<file path="src/rtl/mips_mem_sequencer.sv">
// Multi-cycle sequencer between mips_decode and data memory.
// Holds PC/IR with stall while a load, store or ADDM waits for memory.
// It orders ADDM as a memory read followed by an ALU add. It commits the
// register write only for completed instructions that raised no exception.
module mips_mem_sequencer #(
  parameter int unsigned MAX_WAIT = 15,
  parameter int unsigned CNT_W    = 16
) (
  input  logic             clock,
  input  logic             reset,
  input  logic             inst_valid,
  input  logic             writeenable_in,
  input  logic             except,
  input  logic             mem_read,
  input  logic             word_we,
  input  logic             byte_we,
  input  logic             byte_load,
  input  logic             addm,
  input  logic             mem_ack,
  output logic             mem_req,
  output logic             mem_we,
  output logic             mem_byte,
  output logic             mdr_we,
  output logic             alu_mem_sel,
  output logic             stall,
  output logic             rf_we,
  output logic             bus_error,
  output logic [CNT_W-1:0] stall_count,
  output logic [1:0]       state
);

  localparam int unsigned WAIT_W = (MAX_WAIT < 2) ? 1 : $clog2(MAX_WAIT);
  localparam logic [WAIT_W-1:0] WAIT_LAST = WAIT_W'(MAX_WAIT - 1);

  typedef enum logic [1:0] {
    IDLE    = 2'd0,
    MEM     = 2'd1,
    ADDM_EX = 2'd2,
    DONE    = 2'd3
  } state_t;

  state_t            state_q, state_d;
  logic [WAIT_W-1:0] wait_q, wait_d;
  logic              err_q, err_d;
  logic [CNT_W-1:0]  stall_cnt_q;
  logic              memop;

  assign memop = inst_valid & ~except & (mem_read | word_we | byte_we | addm);
  assign state = state_q;
  assign stall_count = stall_cnt_q;

  // Next-state and output decode; decoder inputs are stable while stalled.
  always_comb begin
    state_d     = state_q;
    wait_d      = wait_q;
    err_d       = err_q;
    mem_req     = 1'b0;
    mem_we      = 1'b0;
    mem_byte    = 1'b0;
    mdr_we      = 1'b0;
    alu_mem_sel = 1'b0;
    stall       = 1'b0;
    rf_we       = 1'b0;
    bus_error   = 1'b0;
    case (state_q)
      IDLE: begin
        if (memop) begin
          stall   = 1'b1;
          state_d = MEM;
          wait_d  = '0;
          err_d   = 1'b0;
        end else begin
          rf_we = inst_valid & writeenable_in & ~except;
        end
      end
      MEM: begin
        mem_req  = 1'b1;
        stall    = 1'b1;
        mem_we   = word_we | byte_we;
        mem_byte = byte_we | byte_load;
        if (mem_ack) begin
          // An ack arriving on the last allowed cycle still completes the access.
          mdr_we  = mem_read | addm;
          state_d = addm ? ADDM_EX : DONE;
        end else if (wait_q == WAIT_LAST) begin
          bus_error = 1'b1;
          err_d     = 1'b1;
          state_d   = DONE;
        end else begin
          wait_d = wait_q + WAIT_W'(1);
        end
      end
      ADDM_EX: begin
        stall       = 1'b1;
        alu_mem_sel = 1'b1;
        state_d     = DONE;
      end
      DONE: begin
        alu_mem_sel = addm | mem_read;
        rf_we       = writeenable_in & ~err_q;
        state_d     = IDLE;
      end
      default: state_d = IDLE;
    endcase
  end

  // Sequencer state, access wait counter and timeout flag.
  always_ff @(posedge clock) begin
    if (reset) begin
      state_q <= IDLE;
      wait_q  <= '0;
      err_q   <= 1'b0;
    end else begin
      state_q <= state_d;
      wait_q  <= wait_d;
      err_q   <= err_d;
    end
  end

  // Saturating count of stalled cycles.
  always_ff @(posedge clock) begin
    if (reset) begin
      stall_cnt_q <= '0;
    end else if (stall && (stall_cnt_q != '1)) begin
      stall_cnt_q <= stall_cnt_q + CNT_W'(1);
    end
  end

endmodule

</file>
<file path="config.mk">
export PLATFORM = sky130hd
export DESIGN_NAME = mips_mem_sequencer
export DESIGN_NICKNAME = d
export VERILOG_FILES = /design/src/rtl/mips_mem_sequencer.sv
export SDC_FILE = /design/constraint.sdc
export NUM_CORES = 1
export LEC_CHECK = 0
export BUFFER_PORTS_ARGS = -buffer_cell sky130_fd_sc_hd__buf_2
export CAP_MARGIN = 10
export CORE_ASPECT_RATIO = 1.25
export CORE_MARGIN = 4
export CORE_UTILIZATION = 35
export DETAILED_ROUTE_END_ITERATION = 16
export GPL_TIMING_DRIVEN = 0
export PLACE_DENSITY_LB_ADDON = 0.08
export SYNTH_ARGS = -nofsm -noshare
export SYNTH_HDL_FRONTEND = slang
export SYNTH_SLANG_ARGS = --single-unit
export TNS_END_PERCENT = 5
</file>
<file path="constraint.sdc">
create_clock -name clock -period 1.95 [get_ports clock]
set_clock_uncertainty 0.15 [all_clocks]
set_input_delay 0.39 -clock clock [delete_from_list [all_inputs] [get_ports clock]]
set_output_delay 0.39 -clock clock [all_outputs]
set_load 0.005 [all_outputs]
</file>
# Word-level counts from Yosys, hierarchy flattened
# Index checks and enable logic that the tools add are counted.
[word_totals]
regBits = 23
elab_cells = 62
out_inout_bits = 26
input_bits = 11
[classes]
eq_ne = 10
add_sub_neg = 2
n_bitwise = 13
n_mux = 26
reduce_logical = 7
[op_table]
columns = ["op", "count"]
rows = [
  ["$add A16 B1 Y16 const B", 1],
  ["$ne A16 B16 Y1 const B", 1],
  ["$mux W1", 14],
  ["$mux W4", 3],
  ["$ne A2 B2 Y1 const B", 4],
  ["$pmux W1 S2", 4],
  ["$pmux W2 S4", 1],
  ["$pmux W4 S2", 1],
  ["$reduce_and A4 Y1", 2],
  ["$mux W2", 3],
  ["$or A1 B1 Y1", 6],
  ["$and A1 B1 Y1", 5],
  ["$add A4 B1 Y4 const B", 1],
  ["$eq A2 B2 Y1 const B", 2],
  ["$eq A4 B4 Y1 const B", 1],
  ["$ne A3 B3 Y1 const B", 1],
  ["$eq A2 B1 Y1 const B", 1],
  ["$logic_not A2 Y1", 1],
  ["$not A1 Y1", 2],
  ["$reduce_and A2 Y1", 1],
  ["$reduce_bool A2 Y1", 1],
  ["$reduce_or A2 Y1", 1],
  ["$logic_and A1 B1 Y1", 1],
]

# Longest topological paths before layout
[depth]
ltp_word = 7
depth_mapped = 9
mapped_depth_nobuf = 7

# Worst setup path before layout
# OpenSTA, ideal clock, no wires.
[synth_timing]
kind = "in2out"
startpoint = "in addm"
endpoint = "out rf_we"
n_path_buf = 0
arrival_ps = 1636
required_ps = 1410
cell_stages = 4
slack_ps = -226
cell_sequence = "or4_4 a21boi_1 a22oi_1 nor3b_1"
[synth_via]
elab_chain_cells = 4
[synth_rtl]
columns = ["element", "line", "text"]
rows = [
  ["start: declaration", "18", "input logic addm,"],
  ["$or A1 B1 Y1", "48", "assign memop = inst_valid & ~except & (mem_read | word_we | byte_we | addm);"],
  ["$and A1 B1 Y1", "48", ""],
  ["$mux W1", "67", "if (memop) begin"],
  ["$pmux W1 S2", "65", "case (state_q)"],
  ["end: declaration", "26", "output logic rf_we,"],
]
# No other way between the ends.

# Worst setup path in the final report
[layout_timing]
startpoint = "in byte_we"
endpoint = "out stall"
[layout_via]
elab_chain_cells = 5
[layout_rtl]
columns = ["element", "line", "text"]
rows = [
  ["start: declaration", "16", "input logic byte_we,"],
  ["$or A1 B1 Y1 (2 in series)", "48", ""],
  ["$and A1 B1 Y1", "48", ""],
  ["$mux W1", "67", ""],
  ["$pmux W1 S2", "65", ""],
  ["end: declaration", "25", "output logic stall,"],
]
# No other way between the ends.

==> impl_metrics.ini <==
[place]
dpl_worst_slack_ns = -0.562
post_dp_cell_area_um2 = 1690
dp.cells = 257
dp.final_hpwl_um = 2910
gp_congestion = 0.807
io_buffers = 36

[timing]
clock.fmax_mhz = 453
finalHoldViolCount = 0
whs_ns = 0.367
worst_pin_slew_ns = 0.492
period_minus_slack_ns = 2.21
timing.setup.tns_ns = -1.47
slew_violations = 0
fin_crit_sh_pct = 113
rsz0062_at_grt = true
setup_viol = 12
fin_ws_ns = -0.255
relSlewSlack_pct = 67.2

[cells_and_area]
synthToLayoutAreaGrowth_pct = 39.1
nets = 234
antenna_cells = 0
layout_common_cells = buf_2 (33), a21oi_1 (13), dfxtp_1 (12)
final_common_cell = buf_2
drive_above_1_share_pct = 45.8
final_core_util_pct = 51.6
stdcell_area_um2 = 2000
layoutNonFillerInstCount = 268

[setup_path]
rrSetupSlack_ns = -0.17
rr_worst_depth = 8
crit_path_start_kind = input port
regToRegStartpoint = state[1]
crit_buf_inv = 5
setup.worst_path.class = input port to primary output
cp_max_fo = 3
critPathCaptureType = primary output
slowest_stage = or4_4
timing.rr.end = stall_count[10]
cp.arrival_ns = 1.67
crit_family = simple AND/OR/NAND/NOR gates
crit_chain = buf_8 -> or4_4 -> a32oi_4 -> buf_6 -> buf_6 -> inv_4 -> buf_6
critPathMostFrequentCell = buf_6
worst_path_largest_cell_delay_ns = 0.58
cp.required_ns = 1.41

[clock_network]
cts_num_sinks = 23
clk_pin_slew_ns = 0.09
cts_max_level = 1
cts_tree = yes
clk_path_buf_depth = 2
worstSkewPairLatency_ns = 0.27
cts_buffers = 3
root_buffer = clkbuf_8

[routing]
via_per_inst = 5.52
dr_total_vias = 1479
routed_wl_um = 4100
drtIter0Drc = 51
postRouteAntennaNets = 0
first_pass_iters = 4
drc = 0
routedWlPerCell_um = 15.3

[logic_synthesis]
synthFlopType = dfxtp_1
synthDistinctLibCells = 44
synth_area_per_cell_um2 = 8.62
synth_area_leaders = dfxtp_1 (32%), ha_1 (7.0%), a21oi_1 (5.2%)
yosysWarnings = 0
seq_area_frac_synth_pct = 32.0
synthArstFlopShare_pct = 0
synth-edff-count = 0
syn_nets = 186
synth_cells = 167
ys_ff_latch = 23
syn_area_um2 = 1440
yosysTopAreaCell = dfxtp_1
synth_top_area_share_pct = 32.0

[global_route]
grt.overflow.total = 0
antenna_found_initial = 0
grt_usage_pct = 16.7
grt_pass1_wl_um = 6910
grt_max_degree = 14
grt_pass1_vias = 1519

[flow_run]
cap_violations = 0

[floorplan]
io_pins = 37
die-area_um2 = 5210
start_util_pct = 37.1
die_w_um = 65.4
fp.dieH_um = 79.7
coreArea_um2 = 3880
rows = 25

[pwr]
finalPower_mw = 1.91
power_density_nw_per_um2 = 953
p_leak_nw = 0.791
ir_drop_v = 0.000632

[hold_path]
hold_class = flop to flop
worstHoldPathCells = 2
hold_end = wait_q[3]
min_from = wait_q[3]

[run_status]
status = finished, violations left
violations = setup timing
==> metal layers <==
metal	track usage (%)	up-vias	share of wire, %
met5	0	-	0
met4	6.02	0	1.2
met3	2.39	5	2.8
met2	32.0	22	54
met1	18.1	723	42
li1	-	729	-
==> kinds of logic after synthesis <==
family          share of synthesized area (%)
buf+inv                                  5.04
fa+ha+maj                                6.96
compound gates                           21.8
flops                                    32.0
simple gates                             30.3
mux                                      3.91
==> Yosys cell counts, drive strengths merged, types with 2 or more instances <==
cell type / instances
a31oi: 2
nand3: 11
and4: 2
or3: 4
ha: 8
a21oi: 15
o31ai: 10
and3: 2
and2: 2
a21boi: 2
dfxtp: 23
inv: 8
nor2b: 8
nand2: 8
mux2: 5
a21o: 2
nor4: 5
or4: 11
o21ai: 6
nor3b: 2
buf: 4
nand4: 4
clkbuf: 2
nor2: 7
o21a: 3
==> power breakdown <==
| group | total [mW] | internal [mW] | switching, mW |
|---|---|---|---|
| logic | 1.03 | 0.507 | 0.521 |
| clock network | 0.307 | 0.143 | 0.164 |
| registers | 0.572 | 0.517 | 0.0545 |
==> state kept, by name, indices dropped and copies added (netlist names) <==
signal       flops
err_q            1
wait_q           4
state            2
stall_count     16
==> timing repair <==
item                                    in CTS  in global routing
resized for setup                           32                 23
pin swaps                                    4                  9
endpoints found under the setup margin      20                 20
hold buffers                                 0                  0
buffers inserted                             6                  1
==> worst register-to-register path, cell delays in order (launching register included) <==
cell,delay [ns]
dfxtp_4,0.37
inv_2,0.09
ha_4,0.14
nor2b_4,0.15
a32oi_4,0.13
buf_6,0.15
buf_4,0.17
nor4_2,0.31
mux2_2,0.36
==> worst max path at each step <==
stage          depth (start not counted)  startpoint     to
3_5_place_dp                           7        addm  stall
5_1_grt                                7     byte_we  stall
2_1_floorplan                          5        addm  stall
6_report                               7     byte_we  stall
3_3_place_gp                           7        addm  stall
4_1_cts                                7     word_we  stall
==> area by class of cell <==
type	instances	area [um^2]
Buffer	6	56.3
Inverter	8	35.0
Clock inverter	1	5.00
Timing Repair Buffer	43	255
Tap cell	54	67.6
Fill cell	418	1880
Multi-Input combinational cell	130	1060
Sequential cell	23	482
Clock buffer	3	41.3
Note: power is estimated with default switching activity, not from simulation.
